File: src/rtl/mul_pipe_pkg.sv
// mul_pipe_pkg: widths shared by the 4x4 sequential multiplier and its result collector.
//   PROD_W : product width (two OPND_W operands multiplied)
//   OPND_W : multiplier operand width
//   prod_t : one product word
package mul_pipe_pkg;
   localparam int OPND_W = 4;
   localparam int PROD_W = 2 * OPND_W;
   typedef logic [PROD_W-1:0] prod_t;
endpackage

File: src/rtl/sync_fifo.sv
// sync_fifo: register-based FIFO with wrap-bit pointers and a combinational head read.
//   clk, reset : clock and asynchronous active-high reset (empties the FIFO, clears storage)
//   i_push     : write i_data this cycle (caller guarantees room, counting a same-cycle pop)
//   i_pop      : retire the head this cycle (caller guarantees o_valid)
//   i_data     : word to write
//   o_data     : current head word, held steady until popped
//   o_valid    : FIFO not empty
//   o_full     : FIFO holds DEPTH words
module sync_fifo #(
   parameter int WIDTH = 8,
   parameter int DEPTH = 4
) (
   input  logic             clk,
   input  logic             reset,
   input  logic             i_push,
   input  logic             i_pop,
   input  logic [WIDTH-1:0] i_data,
   output logic [WIDTH-1:0] o_data,
   output logic             o_valid,
   output logic             o_full
);
   localparam int AW = $clog2(DEPTH);

   logic [AW:0]      r_wr;
   logic [AW:0]      r_rd;
   logic [WIDTH-1:0] r_mem [DEPTH];

   // Storage is cleared on reset so the head never presents X, even while empty.
   // When full, a push and pop in the same cycle hit the same slot; the head is
   // read before the edge, so overwriting it is safe.
   always_ff @(posedge clk or posedge reset) begin
      if (reset) begin
         r_wr <= '0;
         r_rd <= '0;
         for (int i = 0; i < DEPTH; i++) r_mem[i] <= '0;
      end else begin
         if (i_push) begin
            r_mem[r_wr[AW-1:0]] <= i_data;
            r_wr <= r_wr + (AW+1)'(1);
         end
         if (i_pop) r_rd <= r_rd + (AW+1)'(1);
      end
   end

   assign o_data  = r_mem[r_rd[AW-1:0]];
   assign o_valid = r_wr != r_rd;
   assign o_full  = (r_wr[AW] != r_rd[AW]) && (r_wr[AW-1:0] == r_rd[AW-1:0]);
endmodule

File: src/rtl/mul_result_collector.sv
// mul_result_collector: captures multiplier products on done edges into a FIFO stream,
// keeping a saturating running sum and a count of products dropped on a full FIFO.
//   clk, reset : clock and asynchronous active-high reset (discards everything)
//   prod_in    : product, valid while prod_done is high
//   prod_done  : multiplier done level; only its rising edge captures a product
//   acc_clear  : synchronous clear of acc_sum/acc_sat, taking priority over the add
//   out_ready  : downstream accepts out_data this cycle
//   out_valid  : FIFO head valid
//   out_data   : FIFO head product
//   acc_sum    : saturating sum of accepted products
//   acc_sat    : sticky saturation flag
//   fifo_full  : FIFO holds DEPTH entries
//   drop_cnt   : products lost to a full FIFO, saturating at all-ones
module mul_result_collector
   import mul_pipe_pkg::*;
#(
   parameter int DEPTH  = 4,
   parameter int ACC_W  = 12,
   parameter int DROP_W = 4
) (
   input  logic              clk,
   input  logic              reset,
   input  logic [PROD_W-1:0] prod_in,
   input  logic              prod_done,
   input  logic              acc_clear,
   input  logic              out_ready,
   output logic              out_valid,
   output logic [PROD_W-1:0] out_data,
   output logic [ACC_W-1:0]  acc_sum,
   output logic              acc_sat,
   output logic              fifo_full,
   output logic [DROP_W-1:0] drop_cnt
);
   logic              r_done_q;
   logic [ACC_W-1:0]  r_acc;
   logic              r_sat;
   logic [DROP_W-1:0] r_drop;

   logic              w_push_req;
   logic              w_pop;
   logic              w_push_ok;
   logic [ACC_W:0]    w_base;
   logic [ACC_W:0]    w_sum;
   logic [ACC_W-1:0]  w_acc_nxt;
   logic              w_sat_nxt;
   logic [DROP_W-1:0] w_drop_nxt;

   assign w_push_req = prod_done & ~r_done_q;
   assign w_pop      = out_valid & out_ready;
   // A pop frees its slot in the same cycle, so a full FIFO still accepts a push alongside it.
   assign w_push_ok  = w_push_req & (~fifo_full | w_pop);

   // Clear wins over the running value: a same-cycle push restarts the sum from its product.
   assign w_base    = acc_clear ? '0 : {1'b0, r_acc};
   assign w_sum     = w_base + {{(ACC_W+1-PROD_W){1'b0}}, prod_in};
   assign w_acc_nxt = w_push_ok ? (w_sum[ACC_W] ? '1 : w_sum[ACC_W-1:0]) : w_base[ACC_W-1:0];
   assign w_sat_nxt = (acc_clear ? 1'b0 : r_sat) | (w_push_ok & w_sum[ACC_W]);

   assign w_drop_nxt = (w_push_req & ~w_push_ok & ~&r_drop) ? r_drop + DROP_W'(1) : r_drop;

   always_ff @(posedge clk or posedge reset) begin
      if (reset) begin
         r_done_q <= 1'b0;
         r_acc    <= '0;
         r_sat    <= 1'b0;
         r_drop   <= '0;
      end else begin
         r_done_q <= prod_done;
         r_acc    <= w_acc_nxt;
         r_sat    <= w_sat_nxt;
         r_drop   <= w_drop_nxt;
      end
   end

   sync_fifo #(
      .WIDTH(PROD_W),
      .DEPTH(DEPTH)
   ) u_fifo (
      .clk    (clk),
      .reset  (reset),
      .i_push (w_push_ok),
      .i_pop  (w_pop),
      .i_data (prod_in),
      .o_data (out_data),
      .o_valid(out_valid),
      .o_full (fifo_full)
   );

   assign acc_sum  = r_acc;
   assign acc_sat  = r_sat;
   assign drop_cnt = r_drop;
endmodule

File: config.mk
export PLATFORM = sky130hd
export DESIGN_NAME = mul_result_collector
export DESIGN_NICKNAME = d
export VERILOG_FILES = /design/src/rtl/mul_pipe_pkg.sv /design/src/rtl/sync_fifo.sv /design/src/rtl/mul_result_collector.sv
export SDC_FILE = /design/constraint.sdc
export NUM_CORES = 1
export LEC_CHECK = 0
export CORE_MARGIN = 2
export CORE_UTILIZATION = 55
export CTS_BUF_LIST = sky130_fd_sc_hd__clkbuf_16
export DETAILED_ROUTE_END_ITERATION = 8
export DONT_BUFFER_PORTS = 1
export PLACE_DENSITY = 0.7
export SLEW_MARGIN = 20
export SYNTH_ARGS = -nofsm -noshare
export SYNTH_HDL_FRONTEND = slang
export SYNTH_SLANG_ARGS = --single-unit
File: constraint.sdc
create_clock -name clk -period 2.8 [get_ports clk]
set_input_delay 0.56 -clock clk [delete_from_list [all_inputs] [get_ports clk]]
set_output_delay 0.56 -clock clk [all_outputs]
set_load 0.02 [all_outputs]
# Word level (Yosys, flattened, before mapping)
# Index checks and enable logic that the tools add are counted.
classes:
  magnitude_cmp: 3
  mux: 10
  eq_ne: 3
  reduce_logical: 4
  add_sub_neg: 4
  bitwise_logic: 13
ops:
  columns: ["operator", "n"]
  rows:
  - ["$mux W12", 3]
  - ["$bwmux W32", 1]
  - ["$mux W8", 3]
  - ["$bmux W8 S2", 1]
  - ["$demux W8 S2", 1]
  - ["$add A12 B8 Y13", 1]
  - ["$add A3 B1 Y3 const B", 2]
  - ["$and A1 B1 Y1", 6]
  - ["$ge A3 B3 Y1 const B", 2]
  - ["$not A2 Y3", 2]
  - ["$add A4 B1 Y4 const B", 1]
  - ["$reduce_and A4 Y1", 1]
  - ["$lt A3 B1 Y1 const B", 1]
  - ["$ne A3 B3 Y1", 1]
  - ["$not A1 Y1", 3]
  - ["$eq A2 B2 Y1", 1]
  - ["$logic_and A1 B1 Y1", 2]
  - ["$or A1 B1 Y1", 2]
  - ["$logic_not A1 Y1", 1]
  - ["$mux W1", 1]
  - ["$ne A1 B1 Y1", 1]
totals:
  regBits: 56
  word_cells: 47
  output_inout_bits: 27

# Depth between registers and ports, before layout
depth:
  word_depth: 8
  depth_mapped: 11

# Cells and area by module
# A second synthesis with hierarchy kept.
unflattened:
  hier_cells: 226
  hier_area_um2: 2891.5
modules_own_cells:
  columns: ["module", "area_per_inst_um2", "cells_each", "seq_area_each_um2", "n_inst"]
  rows:
  - ["sync_fifo", 1719.1, 106, 950.9, 1]
  - ["mul_result_collector", 1172.4, 120, 450.4, 1]

# Worst setup path before layout
# OpenSTA, ideal clock, no wires.
synth_path:
  kind: "input to register"
  from: "in acc_clear"
  to: "reg r_acc[1], in the netlist acc_sum[1]"
  n_path_buf: 2
  path_stages: 11
  setup_time_ps: 119
  path_slack_ps: -102
  arrival_ps: 2784
  path_cell_list: "clkbuf_1 nor2b_1 ha_1 fa_1 a211oi_1 or3_1 a31oi_2 and2_1 buf_4 or3_1 o21a_1"
synth_between:
  elab_chain_cells: 4
synth_rtl:
  columns: ["item", "line_no", "source"]
  rows:
  - ["start: declaration", "mul_result_collector.sv:25", "input logic acc_clear,"]
  - ["$mux W12 (*)", "mul_result_collector.sv:54", "assign w_base = acc_clear ? '0 : {1'b0, r_acc};"]
  - ["$add A12 B8 Y13", "mul_result_collector.sv:55", "assign w_sum = w_base + {{(ACC_W+1-PROD_W){1'b0}}, prod_in};"]
  - ["$mux W12", "mul_result_collector.sv:56", "assign w_acc_nxt = w_push_ok ? (w_sum[ACC_W] ? '1 : w_sum[ACC_W-1:0]) : w_base[ACC_W-1:0];"]
  - ["$mux W12 (*)", "mul_result_collector.sv:56", null]
  - ["via w_acc_nxt[1]", "mul_result_collector.sv:44", "logic [ACC_W-1:0] w_acc_nxt;"]
  - ["end signal: assignment", "mul_result_collector.sv:69", "r_acc <= w_acc_nxt;"]
  - ["end: declaration", "mul_result_collector.sv:35", "logic [ACC_W-1:0] r_acc;"]
# The timed path passes the listed nets; every way through them passes the cells marked *.
# A chain may end at the register's enable or synchronous reset.

# Final worst setup path
layout_path:
  from: "reg r_acc[0], in the netlist acc_sum[0]"
  to: "reg r_acc[11], in the netlist acc_sum[11]"
layout_between:
  elab_chain_cells: 4
layout_rtl:
  columns: ["item", "line_no"]
  rows:
  - ["$mux W12", "mul_result_collector.sv:54"]
  - ["$add A12 B8 Y13", "mul_result_collector.sv:55"]
  - ["$mux W12 (2 in series)", "mul_result_collector.sv:56"]
  - ["via w_acc_nxt[11]", "mul_result_collector.sv:44"]
# The timed path passes the listed nets, and every way through them passes these cells.

==> flow_results.org <==
** Worst setup path
- Arrival time of the worst setup path :: 2.71 ns
- The largest single stage delay on the critical path is 0.39 ns.
- Required time of the critical path :: 3.01 ns
- STA classifies the critical path endpoint as a flip-flop.
- Counting cells, the worst reg-to-reg path comes to 9.
- Critical path start-end classification :: flip-flop to flip-flop
- Buffering stage count on the worst path with inverters included :: 0
- The signal on the critical path passes through nor2b_1 -> ha_1 -> fa_1 -> a211oi_1 -> or3_1 -> a31oi_2 -> and2_1 -> and4b_4 -> a211oi_2.
- The worst setup path is launched from a flip-flop.
- In this run the worst path has a maximum fanout of 7.
- Tracing the worst setup path back leads to its startpoint at acc_sum[0].
- The slowest stage of the critical path belongs to the cell sky130_fd_sc_hd__or3_1.
- The critical path ends at acc_sum[11].
- In this run the critical register-to-register path is launched from acc_sum[0].
- In this run the number of cells on the critical path is 9.
- Minimum setup slack among reg-to-reg paths :: 0.30 ns
- The kind of cell with the highest combined delay along the critical path is simple AND/OR/NAND/NOR gates.
- The endpoint identified for the worst register-to-register timing path is acc_sum[11].

** STA
- Final setup vio count :: 0
- Portion of the clock cycle consumed by the worst path in the final layout :: 89.4%
- Setup clock skew after layout :: 0.00573 ns
- Number of hold violations in the final report :: 0
- Worst-case hold slack :: 0.172 ns
- The routed design could run at a clock period as short as 2.50 ns.
- For the final routed database, the setup TNS stands at 0 ns.
- Across all setup checks in the final design, the least slack found is 0.297 ns.
- Unrepaired setup endpoints after global routing :: false
- Worst Max-Slew Pin Slew :: 0.454 ns
- Relative slew margins :: 69.7%
- Maximum achievable frequency :: 399 MHz
- The number of pins exceeding their max-slew limit in the final report is 0.

** Drt
- Using the TritonRoute via totals, the vias-per-cell ratio works out to 5.73.
- Total length of routed wires :: 5500 µm
- The routed layout has 1770 vias.
- The first detailed-routing pass ran for 4 iterations.
- After detailed routing, the average wire length per cell comes to 17.8 µm.
- Detailed-route DRC error count :: 0
- First DRT Iteration DRCs :: 90
- The detail route stage leaves a number of antenna-violating nets equal to 0.

** Synth
- Distinct cells, synth :: 46
- Total of flip-flops plus latches after synthesis :: 56
- A synthesized cell averages 13.1 µm².
- Share of the synthesized area in the top cell type :: 46.4%
- Mapped Nets :: 258
- For this run, the number of Yosys warnings is 0.
- Among all flip-flop cells after synthesis, the most frequent one is sky130_fd_sc_hd__dfrtp_1.
- After synthesis, the share of flip-flops with an asynchronous set or reset is 100%.
- Of the synthesized area, sequential elements account for 46.4%.
- The commonest cells after synthesis are sky130_fd_sc_hd__dfrtp_1 (56), sky130_fd_sc_hd__mux2_1 (33), sky130_fd_sc_hd__nand2_1 (17), sky130_fd_sc_hd__ha_1 (14), sky130_fd_sc_hd__nor2b_1 (12).
- Cell Area, Synth :: 3020 µm²
- After technology mapping, the gate count stands at 230.
- The largest total area in the synthesized netlist belongs to sky130_fd_sc_hd__dfrtp_1.
- Number of enable flip-flop cells after synthesis :: 0
- Most instantiated library cell after synthesis :: sky130_fd_sc_hd__dfrtp_1
- Largest cells by area after synthesis :: sky130_fd_sc_hd__dfrtp_1 (46%), sky130_fd_sc_hd__mux2_1 (12%), sky130_fd_sc_hd__ha_1 (5.8%)

** Clock tree
- Clock-pin slew was measured on the worst setup and hold paths at 0.07 ns.
- CTS saw 56 sinks.
- Number of clock buffers inserted by TritonCTS :: 5
- The clock passes through at most 2 buffers.
- Clock latency on the worst-skew pair, taken at its later pin, is 0.30 ns.
- TritonCTS clock tree :: done
- Post-CTS repair changed the size of 0 cells.
- Number of post-CTS setup repair buffers :: 0
- Htree depth :: 2
- Root buffer cell :: sky130_fd_sc_hd__clkbuf_16
- Buffers inserted to repair hold after CTS numbered 0.

** Power
- Relative contribution of combinational cells to total power :: 38.5%
- Net Switching :: 0.00122 W
- Dividing total power by cell area gives a power density of 1010 nW/µm².
- In this run switching power makes up 37.2% of total power.
- The analysis attributes to cell leakage a power of 1.44 nW.
- The clock network accounts for 19.7% of the total power.
- The internal power of the cells totals 0.00206 W.
- Sequential cell fraction of total power :: 41.8%
- The worst-case IR drop observed on VDD is 773 µV.

** Flow run
- Across the run, the number of max-cap violations was 0.

** Placement
- IO buf count :: 0
- Final Wtd Congestion :: 0.807
- Before CTS, the worst setup slack after placement is 0.126 ns.
- The wire-length estimate of the detail-placed layout is 3850 µm.

** Die
- Pin placement for this block handled 40 I/O pins.
- Horiz. Die Dim :: 78.1 µm
- Die height :: 78.1 µm
- Core Footprint :: 5200 µm²
- The initial utilization of the core area, before any placement, comes to 58.1%.
- Row generation in the floorplan step produced 26 rows.
- The die covers 6110 µm².

** GRT
- Pin count of the biggest net entering global routing :: 37
- The first global-routing pass estimated 9150 µm of wire.
- Via count of the first global-routing pass :: 1810
- GRT Total Usage :: 19.3%
- The total overflow left after global routing is 0.
- Antenna violations before repair :: 0

** Final layout
- Count of inserted antenna diode cells :: 0
- The net count of the finished layout is 266.
- Compared with the post-synthesis result, the final layout area differs by 8.03%.
- Fraction of final layout cells sized beyond drive strength 1 :: 15.1%

** Worst hold path
- Worst min path class :: input port to asynchronous set/reset pin

** Outcome
- The flow ran to the end, and the final reports show no timing, DRC or antenna violations.
per-layer routing:
metal  up-vias  GRT usage [%]  share of wire (%)
met5         -              0                  0
met4         0           5.09                1.0
met3         5           5.63                5.0
met2        29           30.3                 46
met1       890           26.5                 48
li1        846              -                  -
through the flow:
stage               std cells  total power [W]  instance area, µm²  util [%]
floorplan                 230          0.00246                3020         -
global placement          301          0.00264                3110      59.8
detailed placement        301          0.00267                3110      59.8
CTS                       309          0.00332                3270      62.7
global route              309          0.00350                3270      62.7
finish                    309          0.00328                3270      62.7
cell type report:
| cell class | count | area [µm²] |
|---|---|---|
| fillers | 424 | 1940 |
| multi-input cells | 161 | 1540 |
| flip-flops and latches | 56 | 1400 |
| clock buffers | 5 | 125 |
| well taps | 70 | 87.6 |
| repair buffers | 9 | 67.6 |
| clock inverters | 3 | 27.5 |
| inverters | 5 | 18.8 |
flip-flops by register name, summed over array words and instances (netlist names):
signal        count
acc_sat           1
acc_sum          12
drop_cnt          4
r_done_q          1
u_fifo.r_mem     32
u_fifo.r_rd       3
u_fifo.r_wr       3
power groups by stage:
stage,clock network (W),logic [W],registers [W]
floorplan,0,0.00112,0.00134
global placement,0,0.00125,0.00138
detailed placement,0,0.00128,0.00139
CTS,0.000660,0.00129,0.00138
global route,0.000699,0.00138,0.00142
finish,0.000647,0.00126,0.00137
worst min-delay path by stage:
stage          cells past startpoint               end        startpoint  slack [ns]
6_report                           2    u_fifo.r_wr[2]             reset        0.17
5_1_grt                            2    u_fifo.r_wr[2]             reset        0.20
4_1_cts                            2    u_fifo.r_rd[2]             reset        0.19
3_5_place_dp                       1  u_fifo.r_mem[17]  u_fifo.r_mem[17]        0.47
3_3_place_gp                       1   u_fifo.r_mem[4]   u_fifo.r_mem[4]        0.47
2_1_floorplan                      1  u_fifo.r_mem[11]  u_fifo.r_mem[11]        0.46
placed cells by master, fill, tap and decap left out, drive strengths merged, types with 2 or more instances in the layout:
cell	synthesis	routed
o21a	2	2
buf	6	9
xor2	5	5
xnor2	11	11
nor2	4	4
inv	5	6
a21o	2	2
dfrtp	56	56
a21oi	5	5
nor2b	12	12
nand2	21	21
or3	3	3
nand2b	4	4
a211oi	4	4
or2	2	2
mux2	34	34
ha	14	14
clkbuf	2	5
o21ai	8	8
mux4	8	8
nand3	2	2
a31oi	4	4
nor3	2	2
nand4	2	2
logic make-up (layout without fill, tap and decap cells):
| kind of cell | after synthesis | in the layout | share of synthesized area, % |
|---|---|---|---|
| muxes | 43 | 43 | 19.6 |
| adders and majority gates | 15 | 15 | 6.46 |
| AOI/OAI and AO/OA | 31 | 31 | 7.70 |
| and+or+nand+nor | 56 | 56 | 12.2 |
| xor gates and xnor gates | 16 | 16 | 4.88 |
| DFF | 56 | 56 | 46.4 |
| buffers and inverters | 13 | 22 | 2.86 |
Power figures use the tool's default switching activity.
